File: src/rtl/shared_mem_arbiter.sv
// Two-master round-robin arbiter with lock for a single-port shared memory.
// Out-of-range accesses are released without reaching the memory.
module shared_mem_arbiter #(
   parameter int unsigned ADDR_W    = 14,
   parameter int unsigned DATA_W    = 32,
   parameter int unsigned BE_W      = 4,
   parameter int unsigned NUM_WORDS = 16380
) (
   input  logic              clk,
   input  logic              reset,
   input  logic              m0_read,
   input  logic              m0_write,
   input  logic [ADDR_W-1:0] m0_address,
   input  logic [BE_W-1:0]   m0_byteenable,
   input  logic [DATA_W-1:0] m0_writedata,
   input  logic              m0_lock,
   output logic              m0_waitrequest,
   output logic [DATA_W-1:0] m0_readdata,
   output logic              m0_readdatavalid,
   input  logic              m1_read,
   input  logic              m1_write,
   input  logic [ADDR_W-1:0] m1_address,
   input  logic [BE_W-1:0]   m1_byteenable,
   input  logic [DATA_W-1:0] m1_writedata,
   input  logic              m1_lock,
   output logic              m1_waitrequest,
   output logic [DATA_W-1:0] m1_readdata,
   output logic              m1_readdatavalid,
   output logic [ADDR_W-1:0] mem_address,
   output logic [BE_W-1:0]   mem_byteenable,
   output logic [DATA_W-1:0] mem_writedata,
   output logic              mem_chipselect,
   output logic              mem_write,
   output logic              mem_clken,
   input  logic [DATA_W-1:0] mem_readdata
);

   typedef enum logic [1:0] {IDLE, ACCESS, RDATA} state_t;

   state_t state, state_next;

   logic              grant;
   logic              cmd_write;
   logic              cmd_oor;
   logic              last_grant;
   logic              lock_valid;
   logic              lock_owner;

   logic              req0, req1;
   logic              win;
   logic              win_id;
   logic              sel_write;
   logic [ADDR_W-1:0] sel_addr;
   logic [BE_W-1:0]   sel_be;
   logic [DATA_W-1:0] sel_wdata;
   logic              sel_oor;
   logic              cur_lock;
   logic [DATA_W-1:0] rd_value;

   assign req0      = m0_read | m0_write;
   assign req1      = m1_read | m1_write;
   assign sel_write = win_id ? m1_write      : m0_write;
   assign sel_addr  = win_id ? m1_address    : m0_address;
   assign sel_be    = win_id ? m1_byteenable : m0_byteenable;
   assign sel_wdata = win_id ? m1_writedata  : m0_writedata;
   assign sel_oor   = 32'(sel_addr) >= NUM_WORDS;
   assign cur_lock  = grant ? m1_lock : m0_lock;
   assign rd_value  = cmd_oor ? '0 : mem_readdata;

   // State register
   always_ff @(posedge clk or posedge reset) begin
      if (reset) state <= IDLE;
      else       state <= state_next;
   end

   // Arbitration and next-state decode
   always_comb begin
      state_next = state;
      win        = 1'b0;
      win_id     = 1'b0;
      case (state)
         IDLE: begin
            if (lock_valid) begin
               // Non-owner is shut out for as long as the lock is held
               if (lock_owner ? req1 : req0) begin
                  win    = 1'b1;
                  win_id = lock_owner;
               end
            end else if (req0 && req1) begin
               win    = 1'b1;
               win_id = ~last_grant;
            end else if (req0) begin
               win    = 1'b1;
               win_id = 1'b0;
            end else if (req1) begin
               win    = 1'b1;
               win_id = 1'b1;
            end
            if (win) state_next = ACCESS;
         end
         ACCESS:  state_next = cmd_write ? IDLE : RDATA;
         RDATA:   state_next = IDLE;
         default: state_next = IDLE;
      endcase
   end

   // Command capture, memory port, lock tracking and read return
   always_ff @(posedge clk or posedge reset) begin
      if (reset) begin
         grant            <= 1'b0;
         cmd_write        <= 1'b0;
         cmd_oor          <= 1'b0;
         last_grant       <= 1'b1;
         lock_valid       <= 1'b0;
         lock_owner       <= 1'b0;
         m0_waitrequest   <= 1'b1;
         m1_waitrequest   <= 1'b1;
         m0_readdata      <= '0;
         m1_readdata      <= '0;
         m0_readdatavalid <= 1'b0;
         m1_readdatavalid <= 1'b0;
         mem_address      <= '0;
         mem_byteenable   <= '0;
         mem_writedata    <= '0;
         mem_chipselect   <= 1'b0;
         mem_write        <= 1'b0;
         mem_clken        <= 1'b0;
      end else begin
         mem_clken        <= 1'b1;
         m0_readdatavalid <= 1'b0;
         m1_readdatavalid <= 1'b0;
         mem_chipselect   <= 1'b0;
         mem_write        <= 1'b0;
         // Waitrequest registered from the decision that enters ACCESS
         m0_waitrequest   <= ~(state_next == ACCESS && win_id == 1'b0);
         m1_waitrequest   <= ~(state_next == ACCESS && win_id == 1'b1);

         if (win) begin
            grant          <= win_id;
            cmd_write      <= sel_write;
            cmd_oor        <= sel_oor;
            mem_address    <= sel_addr;
            mem_byteenable <= sel_be;
            mem_writedata  <= sel_wdata;
            mem_chipselect <= ~sel_oor;
            mem_write      <= sel_write & ~sel_oor;
         end

         // Only the owner can reach ACCESS while locked, so this both sets and clears
         if (state == ACCESS) begin
            last_grant <= grant;
            lock_valid <= cur_lock;
            lock_owner <= grant;
         end

         if (state == RDATA) begin
            if (grant) begin
               m1_readdata      <= rd_value;
               m1_readdatavalid <= 1'b1;
            end else begin
               m0_readdata      <= rd_value;
               m0_readdatavalid <= 1'b1;
            end
         end
      end
   end

endmodule

File: config.mk
export PLATFORM = sky130hd
export DESIGN_NAME = shared_mem_arbiter
export DESIGN_NICKNAME = d
export VERILOG_FILES = /design/src/rtl/shared_mem_arbiter.sv
export SDC_FILE = /design/constraint.sdc
export NUM_CORES = 1
export LEC_CHECK = 0
export CAP_MARGIN = 0
export CORE_ASPECT_RATIO = 1.25
export CORE_MARGIN = 2
export CORE_UTILIZATION = 35
export DETAILED_ROUTE_END_ITERATION = 10
export PLACE_DENSITY = 0.72
export SYNTH_ARGS = -nofsm -noshare
export SYNTH_HDL_FRONTEND = slang
export SYNTH_SLANG_ARGS = --single-unit
File: constraint.sdc
create_clock -name clk -period 3.8 [get_ports clk]
set_input_delay 0.38 -clock clk [delete_from_list [all_inputs] [get_ports clk]]
set_output_delay 0.38 -clock clk [all_outputs]
set_load 0.005 [all_outputs]
==> impl_metrics.toml <==
[clocking]
cts_buffer_depth = 2
cts.reportedPaths.clkPinSlew_ns = 0.05
hold_buffers = 0
cts_max_level = 4
cts_tree = "built"
clock_sinks = 129
post_cts_resized = 0
cts_buffers = 17
root_buffer = "clkbuf_16"
clk_latency_ns = 0.41
cts_setup_buffers = 0

[timing]
fin_crit_sh_pct = 60.5
fmax_mhz = 435
tns_ns = 0
setup_viol = 0
slew_viol_final = 0
finalClockSkew_ns = 0.00822
period_minus_slack_ns = 2.30
rsz0062_at_grt = "false"
relSlewSlack_pct = 17.1
setup_ws_ns = 1.50
hold_viol_final = 0
tightestPinTransition_ns = 1.24

[synthesis]
synth_edf_count = 0
syn_nets = 733
synth_flop_cell = "dfrtp_1"
synth_top_area_cell = "dfrtp_1"
synth_cells = 593
synth_top_area_share_pct = 55.5
ys_ff_latch = 129
ys_types = 36
ys_seq_area_share_pct = 56.9
synth_area_leaders = "dfrtp_1 (55%), o21ai_0 (10%), o311ai_1 (5.9%), nand2_1 (4.6%), nand3_1 (4.5%)"
synth_area_per_cell_um2 = 9.58
synth.most_common_cell = "dfrtp_1"
synthArstFlopShare_pct = 100
synth_warnings = 0
synth_commonest_cells = "dfrtp_1 (126), o21ai_0 (118), nand2_1 (70)"
syn_area_um2 = 5680

[floorplanning]
die_area_um2 = 17300
fp.dieH_um = 146
die_w_um = 118
initial_core_util_pct = 35.4
coreArea_um2 = 16100
ios = 261
rows = 52

[detailed_routing]
via_per_inst = 4.99
routedWlPerCell_um = 16.3
ant_nets = 0
drtIter0Drc = 300
drc = 0
vias = 5271
drt_first_pass_iters = 5
routed_wl_um = 17200

[hold_path]
hold_class = "in2async"

[critical_path]
critical_path_required_ns = 4.09
crit_type = "reg2reg"
cp_max_fo = 40
arrival_ns = 2.59
critPathLaunchType = "flop"
worstSetupEndpointType = "flop"

[power]
combPwrFrac_pct = 46.7
p_clk_share_pct = 19.4
p_per_area_nw_per_um2 = 817
vdd_ir_drop_max_mv = 0.407
seqPwrFrac_pct = 33.9
p_sw_share_pct = 35.7
p_switching_mw = 2.59
leakage_nw = 3.75
p_int_mw = 4.68

[global_route]
overflow = 0
grt_pass1_vias = 5427
grt_pass1_wl_um = 28000
antenna_found_initial = 0
track_usage_pct = 20.3
grt_max_degree = 74

[job]
drv_cap = 0

[finish]
syn2layout_area_growth_pct = 56.6
diodes = 0
nets = 970
final_util_pct = 55.4
drive_gt1_share_pct = 5.59

[placement]
dp_hpwl_um = 12100
routabilityCongestion = 0.869
dp_slack_ns = 1.12
portBuffers = 260

[outcome]
outcome = "completed"
[routing by layer]
| metal | share of wire [%] | wire length [um] | GRT usage (%) | up-vias |
|---|---|---|---|---|
| li1 | - | - | - | 2547 |
| met4 | 2.4 | 408 | 7.35 | 0 |
| met1 | 39 | 6660 | 21.8 | 2485 |
| met3 | 6.8 | 1160 | 7.03 | 25 |
| met2 | 52 | 8980 | 36.7 | 214 |
| met5 | 0 | 0 | 0 | - |
[layout by cell type (no fill, tap or decap), drive strengths merged, types with 2 or more instances in the layout]
master | synthesis | layout
a21oi | 13 | 13
a31oi | 14 | 14
and3 | 2 | 2
buf | 17 | 8
clkbuf | 33 | 23
clkdlybuf4s50 | 0 | 260
clkinv | 0 | 6
clkinvlp | 0 | 2
dfrtp | 126 | 126
dfstp | 3 | 3
inv | 43 | 42
nand2 | 71 | 71
nand2b | 34 | 34
nand3 | 51 | 51
nand3b | 3 | 3
nand4 | 6 | 6
nor2 | 5 | 5
nor3 | 2 | 2
o21ai | 119 | 119
o311ai | 38 | 38
[power groups by stage]
stage / combinational (mW) / sequential [mW] / clock, mW
finish: 3.40 / 2.46 / 1.41
global route: 3.73 / 2.57 / 1.50
CTS: 3.44 / 2.48 / 1.44
detailed placement: 3.43 / 2.48 / 0
global placement: 3.36 / 2.47 / 0
floorplan: 1.67 / 2.45 / 0
[worst max-delay path: stages (launching register included)]
cell,delay [ns]
dfrtp_1,0.45
or2_1,0.50
a31oi_4,0.17
nand2_2,0.10
buf_4,0.40
inv_4,0.17
a311o_1,0.38
[state kept, by name (all words and copies together), names as in the netlist, 2 cells and up]
name	flops
state	2
mem_writedata	32
mem_byteenable	4
m1_readdata	32
mem_address	14
m0_readdata	32
[final cells by class]
cell class / instances / area, um^2
fillers: 1464 / 7170
flip-flops and latches: 129 / 3230
repair buffers: 268 / 2660
multi-input cells: 371 / 2060
clock buffers: 23 / 468
well taps: 216 / 270
inverters: 43 / 168
clock inverters: 7 / 37.5
[cell families after synthesis]
group | Yosys count | synth area share [%]
DFF | 129 | 56.9
muxes | 1 | 0.176
other | 1 | 0.0660
and+or+nand+nor | 178 | 15.3
buffers and inverters | 93 | 7.14
AOI/OAI and AO/OA | 191 | 20.4
[metrics by stage]
stage / std cells / area (um^2) / power (mW) / hold WS [ns]
after floorplan: 593 / 5690 / 4.12 / 0.397
after global routing: 1057 / 8900 / 7.79 / 0.177
after CTS: 1057 / 8900 / 7.35 / 0.167
final: 1057 / 8900 / 7.27 / 0.185
after detailed placement: 1027 / 8390 / 5.91 / 0.425
after global placement: 1027 / 8390 / 5.83 / 0.433
[final timing paths]
kind | startpoint | endpoint | slack [ns] | cells past startpoint
worst max-delay path | state[0]$_DFF_PP0_ | cmd_write$_DFFE_PP0P_ | 1.50 | 6
worst min-delay path | reset | m0_readdata[27]$_DFFE_PP0P_ | 0.18 | 2
worst max register to register | state[0]$_DFF_PP0_ | cmd_write$_DFFE_PP0P_ | 1.50 | 6
worst min register to register | cmd_write$_DFFE_PP0P_ | state[1]$_DFF_PP0_ | 0.44 | 1
max in group asynchronous | reset | mem_address[12]$_DFFE_PP0P_ | 2.52 | 3
min in group clk | cmd_write$_DFFE_PP0P_ | state[1]$_DFF_PP0_ | 0.44 | 1
(Power assumes the default switching activity.)
